File: config.mk
export PLATFORM = sky130hd
export DESIGN_NAME = traffic_light_ctrl
export DESIGN_NICKNAME = d
export VERILOG_FILES = /design/src/rtl/traffic_light_ctrl.sv
export SDC_FILE = /design/constraint.sdc
export NUM_CORES = 1
export LEC_CHECK = 0
export CAP_MARGIN = 30
export CORE_UTILIZATION = 49
export DETAILED_ROUTE_END_ITERATION = 7
export GPL_TIMING_DRIVEN = 1
export PLACE_DENSITY = 0.73
export SLEW_MARGIN = 30
export SYNTH_ARGS = -nofsm -noshare
export SYNTH_HDL_FRONTEND = slang
export SYNTH_SLANG_ARGS = --single-unit
File: constraint.sdc
create_clock -name clock -period 1.92 [get_ports clock]
set_clock_uncertainty 0.2 [all_clocks]
set_input_delay 0.192 -clock clock [delete_from_list [all_inputs] [get_ports clock]]
set_output_delay 0.192 -clock clock [all_outputs]
set_load 0.01 [all_outputs]
File: src/rtl/traffic_light_ctrl.sv
// Traffic light controller for a main/side street intersection with a
// pedestrian phase. The controller drives an external countdown timer
// through a one-cycle load strobe and reacts to the timer's level
// 'expired' flag.
//
// Ports:
//   clock, reset          system clock, synchronous active-high reset
//   sensor                side-street vehicle present (level)
//   walk_request          pedestrian button (one-cycle pulse)
//   reprogram             load time_value into the interval picked by time_param_sel
//   time_param_sel[1:0]   00 base, 01 ext, 10 yellow, 11 no-op
//   time_value[4:0]       new interval in seconds (0 is stored as 1)
//   expired               timer done (level)
//   start_timer           one-cycle timer load strobe
//   interval[4:0]         seconds to load, valid while start_timer=1
//   main_light[2:0]       {red,yellow,green} for the main street
//   side_light[2:0]       {red,yellow,green} for the side street
//   walk_light            pedestrian walk lamp
//   state_dbg[2:0]        current state encoding
module traffic_light_ctrl #(
  parameter logic [4:0] T_BASE = 5'd6,
  parameter logic [4:0] T_EXT  = 5'd3,
  parameter logic [4:0] T_YEL  = 5'd2
) (
  input  logic       clock,
  input  logic       reset,
  input  logic       sensor,
  input  logic       walk_request,
  input  logic       reprogram,
  input  logic [1:0] time_param_sel,
  input  logic [4:0] time_value,
  input  logic       expired,
  output logic       start_timer,
  output logic [4:0] interval,
  output logic [2:0] main_light,
  output logic [2:0] side_light,
  output logic       walk_light,
  output logic [2:0] state_dbg
);

  typedef enum logic [2:0] {
    MAIN_GRN = 3'd0,
    MAIN_YEL = 3'd1,
    WALK     = 3'd2,
    SIDE_GRN = 3'd3,
    SIDE_EXT = 3'd4,
    SIDE_YEL = 3'd5
  } state_t;

  localparam logic [2:0] LAMP_RED = 3'b100;
  localparam logic [2:0] LAMP_YEL = 3'b010;
  localparam logic [2:0] LAMP_GRN = 3'b001;
  localparam logic [1:0] BLANK_CYCLES = 2'd2;

  // Raw state bits are kept separately so illegal codes 6/7 stay observable.
  logic [2:0] state_r;
  state_t     state;
  assign state     = state_t'(state_r);
  assign state_dbg = state_r;

  logic [4:0] t_base;
  logic [4:0] t_ext;
  logic [4:0] t_yel;
  logic       walk_pend;
  // A decided transition is applied one edge later (expired -> lights latency).
  logic       trans_pend;
  state_t     trans_target;
  logic [1:0] blank_cnt;

  state_t     next_state_c;
  logic       load_c;
  logic [4:0] load_value_c;
  logic [4:0] target_dur_c;

  function automatic logic [2:0] main_lamp(input state_t s);
    case (s)
      MAIN_GRN: main_lamp = LAMP_GRN;
      MAIN_YEL: main_lamp = LAMP_YEL;
      default:  main_lamp = LAMP_RED;
    endcase
  endfunction

  function automatic logic [2:0] side_lamp(input state_t s);
    case (s)
      SIDE_GRN, SIDE_EXT: side_lamp = LAMP_GRN;
      SIDE_YEL:           side_lamp = LAMP_YEL;
      default:            side_lamp = LAMP_RED;
    endcase
  endfunction

  // Reprogram request decode; a zero interval would stall the timer.
  always_comb begin
    load_c       = reprogram && (time_param_sel != 2'b11);
    load_value_c = (time_value == 5'd0) ? 5'd1 : time_value;
  end

  // Duration of the state about to be entered.
  always_comb begin
    case (trans_target)
      MAIN_YEL, SIDE_YEL: target_dur_c = t_yel;
      WALK, SIDE_EXT:     target_dur_c = t_ext;
      default:            target_dur_c = t_base;
    endcase
  end

  // Successor state on an unblanked expiry.
  always_comb begin
    next_state_c = MAIN_GRN;
    case (state)
      MAIN_GRN: next_state_c = (sensor || walk_pend) ? MAIN_YEL : MAIN_GRN;
      MAIN_YEL: next_state_c = walk_pend ? WALK : SIDE_GRN;
      WALK:     next_state_c = SIDE_GRN;
      SIDE_GRN: next_state_c = sensor ? SIDE_EXT : SIDE_YEL;
      SIDE_EXT: next_state_c = SIDE_YEL;
      SIDE_YEL: next_state_c = MAIN_GRN;
      default:  next_state_c = MAIN_GRN;
    endcase
  end

  // FSM, interval registers and all registered outputs.
  always_ff @(posedge clock) begin
    if (reset) begin
      state_r      <= 3'(MAIN_GRN);
      main_light   <= LAMP_GRN;
      side_light   <= LAMP_RED;
      walk_light   <= 1'b0;
      start_timer  <= 1'b0;
      interval     <= 5'd0;
      walk_pend    <= 1'b0;
      t_base       <= T_BASE;
      t_ext        <= T_EXT;
      t_yel        <= T_YEL;
      // Entry into MAIN_GRN is announced on the first cycle out of reset.
      trans_pend   <= 1'b1;
      trans_target <= MAIN_GRN;
      blank_cnt    <= 2'd0;
    end else begin
      start_timer <= 1'b0;

      if (walk_request && (state != WALK)) begin
        walk_pend <= 1'b1;
      end

      if (load_c) begin
        case (time_param_sel)
          2'b00:   t_base <= load_value_c;
          2'b01:   t_ext  <= load_value_c;
          default: t_yel  <= load_value_c;
        endcase
      end

      if (load_c) begin
        // Restart wins over any pending transition or expiry.
        trans_pend   <= 1'b1;
        trans_target <= MAIN_GRN;
      end else if (state_r > 3'(SIDE_YEL)) begin
        // Illegal code: recover straight into MAIN_GRN.
        state_r     <= 3'(MAIN_GRN);
        main_light  <= LAMP_GRN;
        side_light  <= LAMP_RED;
        walk_light  <= 1'b0;
        start_timer <= 1'b1;
        interval    <= t_base;
        blank_cnt   <= BLANK_CYCLES;
        trans_pend  <= 1'b0;
      end else if (trans_pend) begin
        state_r     <= 3'(trans_target);
        main_light  <= main_lamp(trans_target);
        side_light  <= side_lamp(trans_target);
        walk_light  <= (trans_target == WALK);
        start_timer <= 1'b1;
        interval    <= target_dur_c;
        blank_cnt   <= BLANK_CYCLES;
        trans_pend  <= 1'b0;
        if (trans_target == WALK) begin
          walk_pend <= 1'b0;
        end
      end else if (blank_cnt != 2'd0) begin
        // Timer may still show the previous expiry right after a load.
        blank_cnt <= blank_cnt - 2'd1;
      end else if (expired) begin
        trans_pend   <= 1'b1;
        trans_target <= next_state_c;
      end
    end
  end

endmodule

==> Implementation_results.wiki <==
{| class="wikitable"
! Metric !! Value
|-
| Post-Route Utilization || 67.4%
|-
| Final Hold Slack || 0.262 ns
|-
| Count of pins on the block boundary || 29
|-
| Area Overhead vs Synth || 27.2%
|-
| Ys async rst share || 0%
|-
| Sequential cell area fraction in the yosys report || 45.5%
|-
| Capturing element type of the critical path || output pin
|-
| Overall die height || 60.4 microns
|-
| Critical Path Fanout Max || 6
|-
| Number of unique standard cell types used by synthesis || 45
|-
| TritonCTS clock tree || done
|-
| Max Buffers Root-to-Sink || 2
|-
| Fin cells || 256
|-
| Sequential cell area || 769 sq um
|-
| Worst hold path startpoint || walk_light
|-
| Drt pass-1 iters || 4
|-
| Cells traversed along the worst timing path || clkdlybuf4s50_1
|-
| Post-synthesis share of cell area spent on xor and xnor gates || 0.524%
|-
| DR DRC count || 0
|-
| CTS Buf Count || 5
|-
| Combinational group share of total power || 11.8%
|-
| Hold path depth || 2
|-
| Outcome || completed
|-
| Number of global-route vias before repair || 1,310
|-
| Register-to-Register Path Depth || 4
|-
| Maximum cell stage delay along the critical path || 0.57 ns
|-
| Time the worst path needs with I/O delays and setup || 1.76 ns
|-
| Final count of negative-setup-slack endpoints || 0
|-
| Worst reg-to-reg setup slack || 0.22 ns
|-
| VDD IR-drop max || 0.000557 V
|-
| Starting density of the core || 53.0%
|-
| Total stage count of the critical path || 1
|-
| Mux contribution to synthesized area || 5.39%
|-
| Leakage Power || 0.831 nW
|-
| Pins Over Slew Limit || 0
|-
| Gate count of the mapped netlist || 180
|-
| Remaining Overflow, GRT || 0
|-
| Number of fillers in the final layout || 278
|-
| Core Box Area || 3150 sq um
|-
| Setup TNS || 0 ns
|-
| Count of endpoints failing hold in the final timing report || 0
|-
| ANT cells || 0
|-
| Switching portion of total power || 22.1%
|-
| Vias || 1,411
|-
| Synth warnings || 0
|-
| Clock share of power || 40.4%
|-
| # port buffers || 28
|-
| Data arrival time of the critical path || 1.37 ns
|-
| Die area || 3650 sq um
|-
| Gr busiest metal || met2
|-
| Total power per unit cell area || 827 nW/um^2
|-
| Worst min-delay path endpoint || walk_light
|-
| Post-layout net count || 225
|-
| Compound-gate portion of the synthesized area || 20.1%
|-
| Kind of cell adding the most delay to the critical path || buffers and inverters
|-
| First-pass GRT wire length || 5.82 mm
|-
| Clk sink count || 38
|-
| Synth area leaders || dfxtp_1, nor2_1, mux2i_1
|-
| Slowest stage cell on the critical path || clkdlybuf4s50_1
|-
| Area of combinational cells with multiple inputs || 827 sq um
|-
| Final clock period utilization by the worst path || 91.6%
|-
| Sort of element at the start of the critical path || flip-flop
|-
| DRC marker count from the first detailed-route iteration || 93
|-
| Cell area after synthesis || 1670 sq um
|-
| Switching power || 0.000389 W
|-
| Post-synthesis cell type with the largest combined area || dfxtp_1
|-
| GR Layer Usage met2 || 32.8%
|-
| Cell total after placement || 248
|-
| Worst Path Required || 1.53 ns
|-
| Fmax || 568 MHz
|-
| Portion of synthesized cell area occupied by the leading cell type || 45.5%
|-
| Total chip power || 0.00176 W
|-
| Crit path buf inv count || 1
|-
| Die boundary width || 60.4 microns
|-
| Internal power contribution || 0.00137 W
|-
| Global Route met3 Usage || 7.25%
|-
| Share of power burned in registers || 47.8%
|-
| Classification of the worst-slack hold path || flip-flop to flip-flop
|-
| Post-synth EDFFs || 0
|-
| Number of core rows || 20
|-
| RSZ-0062 raised after global routing || false
|-
| Remaining number of nets flagged by the antenna check after routing || 0
|-
| Root cell of the clock tree || clkbuf_4
|-
| Post-Syn Area per Cell || 9.28 sq um
|-
| Average vias per placed instance || 5.51
|-
| Met1 global-route usage || 30.3%
|-
| Slew Limit Headroom || 70.1%
|-
| Synthesized-area fraction occupied by adder cells || 0.749%
|-
| RR Startpoint || trans_target[1]
|-
| Share of cells above drive strength 1 || 13.7%
|-
| Max-capacitance violation count || 0
|-
| GR Util All Layers || 22.1%
|-
| Transition time at the pin with the least slew margin || 0.449 ns
|-
| Routability Congestion || 0.817
|-
| Basic-gate share of the synthesized area counting and, or, nand and nor cells || 22.8%
|-
| Worst reg2reg endpoint || interval[4]
|-
| Number of setup buffers added after CTS || 0
|-
| Start-to-end type of the worst setup path || flip-flop to output pin
|-
| Final Routed Wirelength || 3.47 mm
|-
| Routed wire length per instance || 13.5 microns
|-
| H-Tree Level Count || 2
|-
| Clock-pin slew on the worst setup and hold paths || 0.11 ns
|-
| Pin count of the biggest net entering global routing || 23
|-
| Main flop type after synthesis || dfxtp_1
|-
| HPWL after DPL || 2.48 mm
|-
| Main combinational cell family by area after synthesis || simple AND/OR/NAND/NOR gates
|-
| Net count of the mapped netlist || 194
|-
| Initial antenna violation count || 0
|-
| Clk Latency, worst-skew pair || 0.35 ns
|-
| #FFs+latches synth || 38
|}
metrics by stage:
| step | worst slack, ns | area, sq um |
|---|---|---|
| after detailed placement | 0.0498 | 2000 |
| final | 0.161 | 2120 |
| after CTS | 0.0221 | 2110 |
| after floorplan | 0.309 | 1670 |
| after global placement | 0.0906 | 2000 |
| after global routing | 0.0810 | 2120 |
routing by layer:
metal	vias to the layer above	part of all wire [%]
met4	0	0.78
met1	653	50
met5	-	0
met3	5	6.0
met2	45	43
li1	708	-
worst max-delay path by stage:
stage,start,to,slack (ns)
floorplan,state_dbg[1],walk_pend,0.31
global placement,reprogram,main_light[0],0.09
detailed placement,reprogram,main_light[0],0.05
CTS,state_dbg[1],state_dbg[1],0.02
global route,state_dbg[0],state_dbg[0],0.08
finish,state_dbg[2],state_dbg[2],0.16
state kept, by name (all words and copies together), names as in the netlist:
name and flops:
blank_cnt 2, interval 5, main_light 3, side_light 3
start_timer 1, state_dbg 3, t_base 5, t_ext 5
t_yel 5, trans_pend 1, trans_target 3, walk_light 1
walk_pend 1
power groups by stage:
stage	registers (W)	logic, W	clock network [W]
floorplan	0.000859	0.000119	0
global placement	0.000858	0.000200	0
detailed placement	0.000859	0.000207	0
CTS	0.000841	0.000208	0.000710
global route	0.000845	0.000229	0.000759
finish	0.000840	0.000208	0.000709
repair_timing:
action                                  in CTS  in global routing
hold buffers                                 0                  0
cloned                                       0                  0
endpoints found under the setup margin       1                  4
gates resized for setup                      1                  6
logic make-up (layout without fill, tap and decap cells):
kind of cell / after synthesis / after routing
xor gates and xnor gates: 1 / 1
DFF: 38 / 38
AOI/OAI and AO/OA: 42 / 42
buffers and inverters: 16 / 48
muxes: 9 / 9
adders and majority gates: 1 / 1
and+or+nand+nor: 73 / 73
cell usage after synthesis (all sizes together), types with 3 or more instances:
cell	n
dfxtp	38
nor2	32
nand2	10
mux2i	9
a21oi	8
buf	8
a211oi	6
a211o	5
a222oi	5
a22oi	5
clkbuf	5
nand2b	5
nand3b	4
o21ai	4
inv	3
nor2b	3
or2	3
final cells by class:
cell class / instances / share of cell area (%)
clock buffer: 6 / 2.41
sequential: 38 / 36.2
inverter: 3 / 0.530
timing repair buffer: 37 / 16.5
tap: 44 / 2.59
multi-input combinational: 126 / 38.9
clock inverter: 2 / 2.83
cell usage in the layout (no fill, tap or decap), types with 4 or more instances in the layout:
cell type | netlist | final
clkbuf_4 | 0 | 5
nand3b_1 | 4 | 4
buf_4 | 0 | 9
a22oi_1 | 5 | 5
a211oi_1 | 6 | 6
nand2b_1 | 5 | 5
a21oi_1 | 7 | 7
a211o_1 | 5 | 5
dfxtp_1 | 38 | 33
clkdlybuf4s50_1 | 0 | 27
a222oi_1 | 5 | 5
nor2_1 | 32 | 32
nand2_1 | 10 | 10
dfxtp_2 | 0 | 4
mux2i_1 | 9 | 9
No activity file was read; power rests on OpenSTA's default activity.
